$ cat config.mk
export PLATFORM = sky130hd
export DESIGN_NAME = board_input_ctrl
export DESIGN_NICKNAME = d
export VERILOG_FILES = /design/src/rtl/board_input_ctrl.sv
export SDC_FILE = /design/constraint.sdc
export NUM_CORES = 1
export LEC_CHECK = 0
export CAP_MARGIN = 0
export CORE_MARGIN = 2
export CORE_UTILIZATION = 30
export CTS_CLUSTER_SIZE = 14
export DETAILED_ROUTE_END_ITERATION = 8
export GPL_TIMING_DRIVEN = 0
export PLACE_DENSITY_LB_ADDON = 0.05
export SYNTH_ARGS = -nofsm -noshare
export SYNTH_HDL_FRONTEND = slang
export SYNTH_SLANG_ARGS = --single-unit
$ cat constraint.sdc
create_clock -name clk -period 1.8 [get_ports clk]
set_input_delay 0.36 -clock clk [delete_from_list [all_inputs] [get_ports clk]]
set_output_delay 0.36 -clock clk [all_outputs]
set_load 0.05 [all_outputs]
$ cat src/rtl/board_input_ctrl.sv
// Push-button conditioner: two-flop synchronizer, per-key debounce with press/release
// pulses, and a free-running divider producing the slow AUTO-mode clock and its rising-edge tick.
module board_input_ctrl #(
    parameter int NKEYS      = 4,
    parameter int DEB_CYCLES = 280000,
    parameter int DEB_W      = 19,
    parameter int DIV_HALF   = 14000000,
    parameter int DIV_W      = 24
) (
    input  logic             clk,
    input  logic             rst,
    input  logic [NKEYS-1:0] key_n,
    input  logic             auto_en,
    output logic [NKEYS-1:0] key_level,
    output logic [NKEYS-1:0] key_press,
    output logic [NKEYS-1:0] key_release,
    output logic             clk_auto,
    output logic             clk_auto_tick
);

    logic [NKEYS-1:0] sync1_reg;
    logic [NKEYS-1:0] sync2_reg;
    logic [NKEYS-1:0] key_s;

    // Flops reset to the released level so a key held through reset is re-debounced.
    always_ff @(posedge clk) begin
        if (rst) begin
            sync1_reg <= '1;
            sync2_reg <= '1;
        end else begin
            sync1_reg <= key_n;
            sync2_reg <= sync1_reg;
        end
    end

    assign key_s = ~sync2_reg;

    genvar gi;
    generate
        for (gi = 0; gi < NKEYS; gi++) begin : g_deb
            logic [DEB_W-1:0] cnt_reg;
            logic [DEB_W-1:0] cnt_next;
            logic             level_reg;
            logic             level_next;
            logic             press_reg;
            logic             press_next;
            logic             release_reg;
            logic             release_next;

            always_comb begin
                cnt_next     = '0;
                level_next   = level_reg;
                press_next   = 1'b0;
                release_next = 1'b0;
                if (key_s[gi] != level_reg) begin
                    if (cnt_reg == DEB_W'(DEB_CYCLES - 1)) begin
                        level_next   = key_s[gi];
                        press_next   = key_s[gi];
                        release_next = ~key_s[gi];
                    end else begin
                        cnt_next = cnt_reg + DEB_W'(1);
                    end
                end
            end

            always_ff @(posedge clk) begin
                if (rst) begin
                    cnt_reg     <= '0;
                    level_reg   <= 1'b0;
                    press_reg   <= 1'b0;
                    release_reg <= 1'b0;
                end else begin
                    cnt_reg     <= cnt_next;
                    level_reg   <= level_next;
                    press_reg   <= press_next;
                    release_reg <= release_next;
                end
            end

            assign key_level[gi]   = level_reg;
            assign key_press[gi]   = press_reg;
            assign key_release[gi] = release_reg;
        end
    endgenerate

    logic [DIV_W-1:0] div_cnt_reg;
    logic [DIV_W-1:0] div_cnt_next;
    logic             clk_auto_reg;
    logic             clk_auto_next;
    logic             tick_reg;
    logic             tick_next;

    // Tick is registered alongside clk_auto so it marks the cycle clk_auto reads 1.
    always_comb begin
        div_cnt_next  = div_cnt_reg;
        clk_auto_next = clk_auto_reg;
        tick_next     = 1'b0;
        if (auto_en) begin
            if (div_cnt_reg == DIV_W'(DIV_HALF - 1)) begin
                div_cnt_next  = '0;
                clk_auto_next = ~clk_auto_reg;
                tick_next     = ~clk_auto_reg;
            end else begin
                div_cnt_next = div_cnt_reg + DIV_W'(1);
            end
        end
    end

    always_ff @(posedge clk) begin
        if (rst) begin
            div_cnt_reg  <= '0;
            clk_auto_reg <= 1'b0;
            tick_reg     <= 1'b0;
        end else begin
            div_cnt_reg  <= div_cnt_next;
            clk_auto_reg <= clk_auto_next;
            tick_reg     <= tick_next;
        end
    end

    assign clk_auto      = clk_auto_reg;
    assign clk_auto_tick = tick_reg;

endmodule

=== Word-level counts from Yosys, hierarchy flattened ===
Index checks and enable logic that the tools add are counted.
Widths: inputs -> output; s select.

* Latch bits: 0
* ROM bits: 0
* Output and inout bits: 14
* Register bits: 122
* RAM bits: 0
* Input port bits: 7
* Memories: 0
* Logic and storage cells: 66

* Add/sub/neg operators: 5
* Divide/modulo/power cells: 0
* Reduce and logical (&&, ||, !) cells: 14
* Mux-type cells: 1
* Magnitude comparators: 0
* Equal/unequal tests: 9
* Multipliers: 0
* Bitwise logic cells: 16
* Shift-type cells: 0

{| class="wikitable"
|+ Operator list
! operator !! number
|-
| $add 19x1->19 const B || 4
|-
| $eq 19x19->1 const B || 4
|-
| $reduce_or 3->1 || 9
|-
| $add 24x1->24 const B || 1
|-
| $eq 24x24->1 const B || 1
|-
| $mux 24 || 1
|-
| $not 1->1 || 15
|-
| $reduce_and 2->1 || 5
|-
| $ne 1x1->1 || 4
|-
| $not 4->4 || 1
|}

=== Longest topological paths before layout ===
Gate-level depths: netlist of the first run.

* Word-level depth: 4
* Gate-level depth with buffers: 8
* Mapped depth without buffers: 5

=== Least setup slack after synthesis of the first run ===
OpenSTA, ideal clock, no wires.

* Path kind: register to register
* From: register g_deb[0].cnt_reg[0]
* To: register g_deb[0].cnt_reg[18]
* Cell stages (with the launch flop): 6
* Buffers on the path: 0
* Arrival time: 1757 ps
* Period minus slack after synthesis: 1827 ps
* Library setup time: 70 ps
* Setup slack: -27 ps
* Required time: 1730 ps
* Cells stage by stage: dfxtp_1 > ha_1 > nand3_1 > or4_4 > or3_1 > a21oi_1

* Longest elaborated chain between the ends: 2
* Elaborated cells between the ends (all ways): 3
* Those cells by class: 1 x add/sub; 1 x eq/ne; 1 x reduce/logical

{| class="wikitable"
|+ Ends and longest elaborated chain
! what !! RTL line !! text
|-
| from (decl) || 41 || <nowiki>logic [DEB_W-1:0] cnt_reg;</nowiki>
|-
| from (signal assigned) || 73 || <nowiki>cnt_reg <= cnt_next;</nowiki>
|-
| parallel branches: the longest is 2 deep, another holds $add 19x1->19 || - ||
|}

Several ways; the timed one is not identified.
A chain may end at the register's enable or synchronous reset.

=== Worst setup path in the final report of the first run ===
* From: register div_cnt_reg[17]
* To: register div_cnt_reg[4]

* Longest elaborated chain between the ends: 2

{| class="wikitable"
|+ Ends and longest elaborated chain
! what !! RTL line !! text
|-
| from (decl) || 86 || <nowiki>logic [DIV_W-1:0] div_cnt_reg;</nowiki>
|-
| from (signal assigned) || 115 || <nowiki>div_cnt_reg <= div_cnt_next;</nowiki>
|-
| $eq 24x24->1 || 99 || <nowiki>if (div_cnt_reg == DIV_W'(DIV_HALF - 1)) begin</nowiki>
|-
| $mux 24 || 99 ||
|}

Every way passes these cells.

==> run_results.csv, run 1 <==
group,metric,value,unit
clock_network,cts_buffers,17,
global_route,met3_usage,0.0387,
outcome,status,"complete, but fails checks",
clock_network,clock-sinks,122,
placed_design,dp.cells,856,
clock_network,clk_pin_slew,60,ps
cells_and_area,multiInputGateArea,2940,µm²
cells_and_area,regArea,2470,µm²
route,wl_per_cell,13.4,µm
floorplanning,core_area,17900,µm²
outcome,violations,"negative setup slack",
synthesis,synthCells,608,
timing,fmax,539,MHz
cells_and_area,largest_register_ffs,76,
synthesis,synth_seq_cells,122,
cells_and_area,finalCoreUtilization,0.393,
timing,fin_crit_sh,1.03,
synthesis,syn_area,5440,µm²
route,drtIter0Drc,202,
timing,setup_viol_count_final,23,
route,ant_nets,0,
floorplanning,rows,49,
synthesis,yosys.area.top_type,"dfxtp_1",
cells_and_area,num-nets-final,683,
route,num_vias,4466,
timing,worst_slack,-54.4,ps
global_route,met2_usage,0.218,
synthesis,syn_nets,620,
run,drv_cap,0,
timing,hold_viol,0,
clock_network,postCtsHoldBufs,0,
cells_and_area,final_cell_count_no_fill,912,
min_path,hold_class,"flip-flop to flip-flop",
cells_and_area,diodes,0,
synthesis,synth_edf_count,0,
global_route,use_met1,0.166,
power_and_ir_drop,leakage,2.33,nW
setup_path,setup.worst_path.class,"flip-flop to flip-flop",
global_route,grt_pass1_wl,20800,µm
cells_and_area,area_growth,29.4,%
placed_design,post-place-ws,-539,ps
floorplanning,start_util,0.304,
synthesis,synthArstFlopShare,0,
global_route,grt_pass1_vias,4295,
setup_path,path_cells,"or4b_1 > or4_4 > o21bai_4 > buf_6 > nor2_1",
power_and_ir_drop,finalPower,6.18,mW
clock_network,cts_tree,"yes",
floorplanning,die-area,19200,µm²
synthesis,ys_top_cells_by_count,"122 x dfxtp_1, 76 x nor2_1, 39 x a21oi_1",
clock_network,htree_levels,4,
synthesis,ys_top_cells_by_area,"dfxtp_1 45%, xor2_1 5.3%, nor2_1 5.2%, xnor2_1 4.3%, a21oi_1 3.6%",
setup_path,endpoint_kind,"flip-flop",
placed_design,gp_congestion,0.717,
route,drt_first_pass_iters,4,
floorplanning,io_pins,21,
timing,drv_slew,0,
placed_design,numPortBuffers,19,
floorplanning,die_y,139,µm
setup_path,crit_arrival,2150,ps
cells_and_area,drive_gt1_frac,0.262,
timing,rsz0062_at_grt,"true",
power_and_ir_drop,peakVddDrop,657,µV
synthesis,synth_most_common_cell,"dfxtp_1",
clock_network,cts_buffer_depth,2,
timing,max_slew_margin,0.607,
timing,period_needed,1850,ps
floorplanning,die_w,139,µm
setup_path,cp.required,2100,ps
synthesis,ys.flop_type,"dfxtp_1",
global_route,grt_usage,0.132,
global_route,grt-ovfl-total,0,
cells_and_area,fill_cells,1805,
global_route,grt_start_max_net_pins,17,
global_route,antenna_found_initial,0,
synthesis,synth-seq-area-share,0.449,
placed_design,dp_hpwl,8290,µm
timing,worst_pin_slew,589,ps
synthesis,synth_area_per_cell,8.95,µm²
global_route,top_usage_layer,"met2",
synthesis,synthDistinctLibCells,49,
setup_path,start_kind,"flip-flop",
clock_network,cts_root_buf,"clkbuf_16",
timing,skew,7.25,ps
power_and_ir_drop,p_per_area,877,nW/µm²
synthesis,synth_top_area_frac,0.449,
synthesis,yosys_warnings,0,
setup_path,crit_fanout,10,
route,wl,12300,µm
setup_path,cp_slowest_stage_delay,490,ps
route,vias_per_cell,4.90,
route,drc,0,
clock_network,clock_latency,410,ps
setup_path,cpMaxStageDelayCell,"or4b_1",
## path summary, 6_finish.rpt
check                   from              to  slack [ps]  cells past startpoint
max          div_cnt_reg[17]  div_cnt_reg[4]         -50                      5
min             sync1_reg[2]    sync2_reg[2]         410                      1
max reg2reg  div_cnt_reg[17]  div_cnt_reg[4]         -50                      5
min reg2reg     sync1_reg[2]    sync2_reg[2]         410                      1
## layout make-up
| class | count | area share |
|---|---|---|
| clock inverter | 9 | 0.0135 |
| multi-input combinational | 439 | 0.417 |
| clock buffer | 22 | 0.0687 |
| tap | 229 | 0.0407 |
| buffer | 35 | 0.0357 |
| sequential | 122 | 0.351 |
| inverter | 10 | 0.00533 |
| timing repair buffer | 46 | 0.0677 |
## critical path: cells and delay by family (launching register included)
kind / cells / cell delay, ps
buffers and inverters: 1 / 180
flip-flops: 1 / 340
AO/OA/AOI/OAI: 1 / 230
AND/OR/NAND/NOR: 3 / 1000
## cell families (layout without fill, tap and decap cells)
| kind of cell | after synthesis | count (layout) | share of synthesized area |
|---|---|---|---|
| AO/OA/AOI/OAI | 85 | 85 | 0.0920 |
| XOR/XNOR | 60 | 60 | 0.0966 |
| adder cells (fa/ha/maj) | 5 | 5 | 0.0115 |
| buffers and inverters | 47 | 122 | 0.0497 |
| flip-flops | 122 | 122 | 0.449 |
| multiplexers | 1 | 1 | 0.00184 |
| AND/OR/NAND/NOR | 288 | 288 | 0.300 |
## placed cells by master (no fill, tap or decap), types with 19 or more instances in the layout
cell type  instances
nand4_1           27
a21oi_2           19
buf_4             35
nand2_1           30
a21oi_1           21
dfxtp_1          102
o21ai_0           25
nor2_1            63
nand3_1           35
xnor2_1           27
xor2_1            33
or3_1             21
## metrics by stage
step	hold slack, ps	setup TNS (ps)	area, µm²
finish	408	-670	7040
detailed placement	396	-18780	5920
global placement	394	-17430	5920
floorplan	389	0	5450
CTS	409	-2200	6840
global route	417	-2760	7040
## timing repair
item / 4_1_cts / 5_1_grt
setup endpoints to repair: 99 / 85
gates cloned: 2 / 1
resized for setup: 77 / 45
buffers inserted: 15 / 10
pin swaps: 17 / 17
## report_power, final
group	internal, mW	switching, mW
registers	2.72	0.0124
clock network	2.16	1.17
logic	0.0633	0.0649
total	4.94	1.24
## layer usage
layer,share of wire,wire length (µm)
met5,0,0
met1,0.48,5880
met3,0.028,346
met2,0.48,5920
met4,0.0095,116
Power figures use the tool's default switching activity.
==> inputs of run 2 (changes only) <==
Settings changed: GPL_TIMING_DRIVEN 0 to not set.
==> run_results.csv, run 2 (synthesized netlist as in run 1, its figures left out) <==
group,metric,value,unit
placed_design,dp_hpwl,8500,µm
run,drv_cap,0,
floorplanning,die_w,139,µm
clock_network,clock-sinks,122,
placed_design,numPortBuffers,20,
min_path,hold_class,"flip-flop to flip-flop",
route,num_vias,4568,
setup_path,start_kind,"flip-flop",
route,drt_first_pass_iters,4,
timing,hold_viol,0,
route,wl,12200,µm
cells_and_area,area_growth,28.8,%
global_route,grt-ovfl-total,0,
cells_and_area,num-nets-final,706,
power_and_ir_drop,p_per_area,928,nW/µm²
timing,worst_slack,-3.88,ps
setup_path,reg2reg_depth,5,
setup_path,cp_top_family,"simple AND/OR/NAND/NOR gates",
timing,period_needed,1800,ps
floorplanning,io_pins,21,
setup_path,crit_fanout,23,
clock_network,cts_root_buf,"clkbuf_16",
clock_network,clock_latency,410,ps
timing,fin_crit_sh,1.00,
clock_network,postCtsHoldBufs,0,
timing,tns,-3.88,ps
cells_and_area,final_cell_count_no_fill,936,
setup_path,r2r_slack,-4,ps
floorplanning,die-area,19200,µm²
placed_design,gp_congestion,0.748,
power_and_ir_drop,leakage,2.41,nW
timing,skew,7.22,ps
setup_path,startpoint,"div_cnt_reg[14]",
global_route,grt_pass1_vias,4504,
setup_path,cp.required,2110,ps
setup_path,cp-endpoint,"div_cnt_reg[9]",
route,drc,0,
route,vias_per_cell,4.88,
setup_path,crit_buf_inv,1,
min_path,holdPathStages,1,
clock_network,cts_tree,"yes",
cells_and_area,drive_gt1_frac,0.231,
clock_network,clk_pin_slew,60,ps
route,ant_nets,0,
clock_network,cts_buffer_depth,2,
floorplanning,die_y,139,µm
global_route,grt_usage,0.134,
clock_network,htree_levels,4,
floorplanning,rows,49,
route,wl_per_cell,13.0,µm
setup_path,crit_arrival,2110,ps
setup_path,cp_slowest_stage_delay,510,ps
cells_and_area,layout_commonest_cell,"dfxtp_1",
setup_path,endpoint_kind,"flip-flop",
placed_design,dp.cells,903,
timing,worst_pin_slew,350,ps
timing,setup_viol_count_final,1,
global_route,antenna_found_initial,0,
global_route,grt_start_max_net_pins,24,
route,drtIter0Drc,310,
floorplanning,start_util,0.304,
clock_network,cts_buffers,17,
outcome,status,"complete, but fails checks",
timing,max_slew_margin,0.764,
cells_and_area,final_cell_mix,"122 x dfxtp_1, 94 x buf_4, 76 x nor2_1",
setup_path,regToRegEndpoint,"div_cnt_reg[9]",
power_and_ir_drop,peakVddDrop,643,µV
setup_path,r2r-start,"div_cnt_reg[14]",
cells_and_area,largest_register_ffs,76,
floorplanning,core_area,17900,µm²
timing,drv_slew,0,
setup_path,path_cells,"or4b_1 > or4_4 > o21bai_4 > buf_12 > nor2_1",
outcome,violations,"negative setup slack",
timing,fmax,554,MHz
timing,rsz0062_at_grt,"true",
setup_path,path_depth,5,
cells_and_area,diodes,0,
setup_path,setup.worst_path.class,"flip-flop to flip-flop",
global_route,grt_pass1_wl,21000,µm
setup_path,cpMaxStageDelayCell,"or4b_1",
[run 2: final cells by class]
| cell class | instances | area (µm²) |
|---|---|---|
| Tap cell | 229 | 287 |
| Sequential cell | 122 | 2440 |
| Fill cell | 1784 | 10900 |
| Clock buffer | 19 | 443 |
| Clock inverter | 13 | 190 |
| Timing Repair Buffer | 104 | 846 |
| Multi-Input combinational cell | 439 | 2770 |
| Inverter | 10 | 37.5 |
[run 2: per-layer routing]
layer,global-route usage,vias up,share of wire
met5,0,-,0
met4,0.0558,0,0.013
met3,0.0359,14,0.032
met2,0.219,59,0.48
met1,0.167,2154,0.48
li1,-,2341,-
[run 2: timing repair]
| action | CTS | global route |
|---|---|---|
| pin swaps | 1 | 3 |
| setup endpoints to repair | 23 | 35 |
| gates resized for setup | 1 | 9 |
| setup buffers | 0 | 1 |
[run 2: worst min-delay path by stage]
stage	start	endpoint
6_report	sync1_reg[0]	sync2_reg[0]
5_1_grt	sync1_reg[0]	sync2_reg[0]
4_1_cts	sync1_reg[0]	sync2_reg[0]
3_5_place_dp	sync1_reg[3]	sync2_reg[3]
3_3_place_gp	sync1_reg[0]	sync2_reg[0]
2_1_floorplan	sync1_reg[0]	sync2_reg[0]
[run 2: worst reg2reg max path, cell delays in order, from the launching register on]
cell and delay, ps:
dfxtp_1 310, or4b_1 510, or4_4 450, o21bai_4 170, buf_12 180, nor2_1 80
[run 2: where the power goes]
group / leakage, nW / switching, mW / total (mW) / internal (mW)
registers: 0.985 / 0.0109 / 2.73 / 2.72
logic: 1.13 / 0.0564 / 0.113 / 0.0564
clock network: 0.297 / 1.30 / 3.67 / 2.36
[run 2: metrics by stage]
stage               area [µm²]  power [mW]   util  setup WS, ps  hold slack [ps]
detailed placement        6340        2.90  0.354          -251              403
global route              7010        6.78  0.392         -89.9              432
floorplan                 5450        2.85      -          8.74              389
CTS                       6970        6.63  0.390         -17.1              419
global placement          6340        2.90  0.354          -221              398
finish                    7010        6.51  0.392         -3.88              412
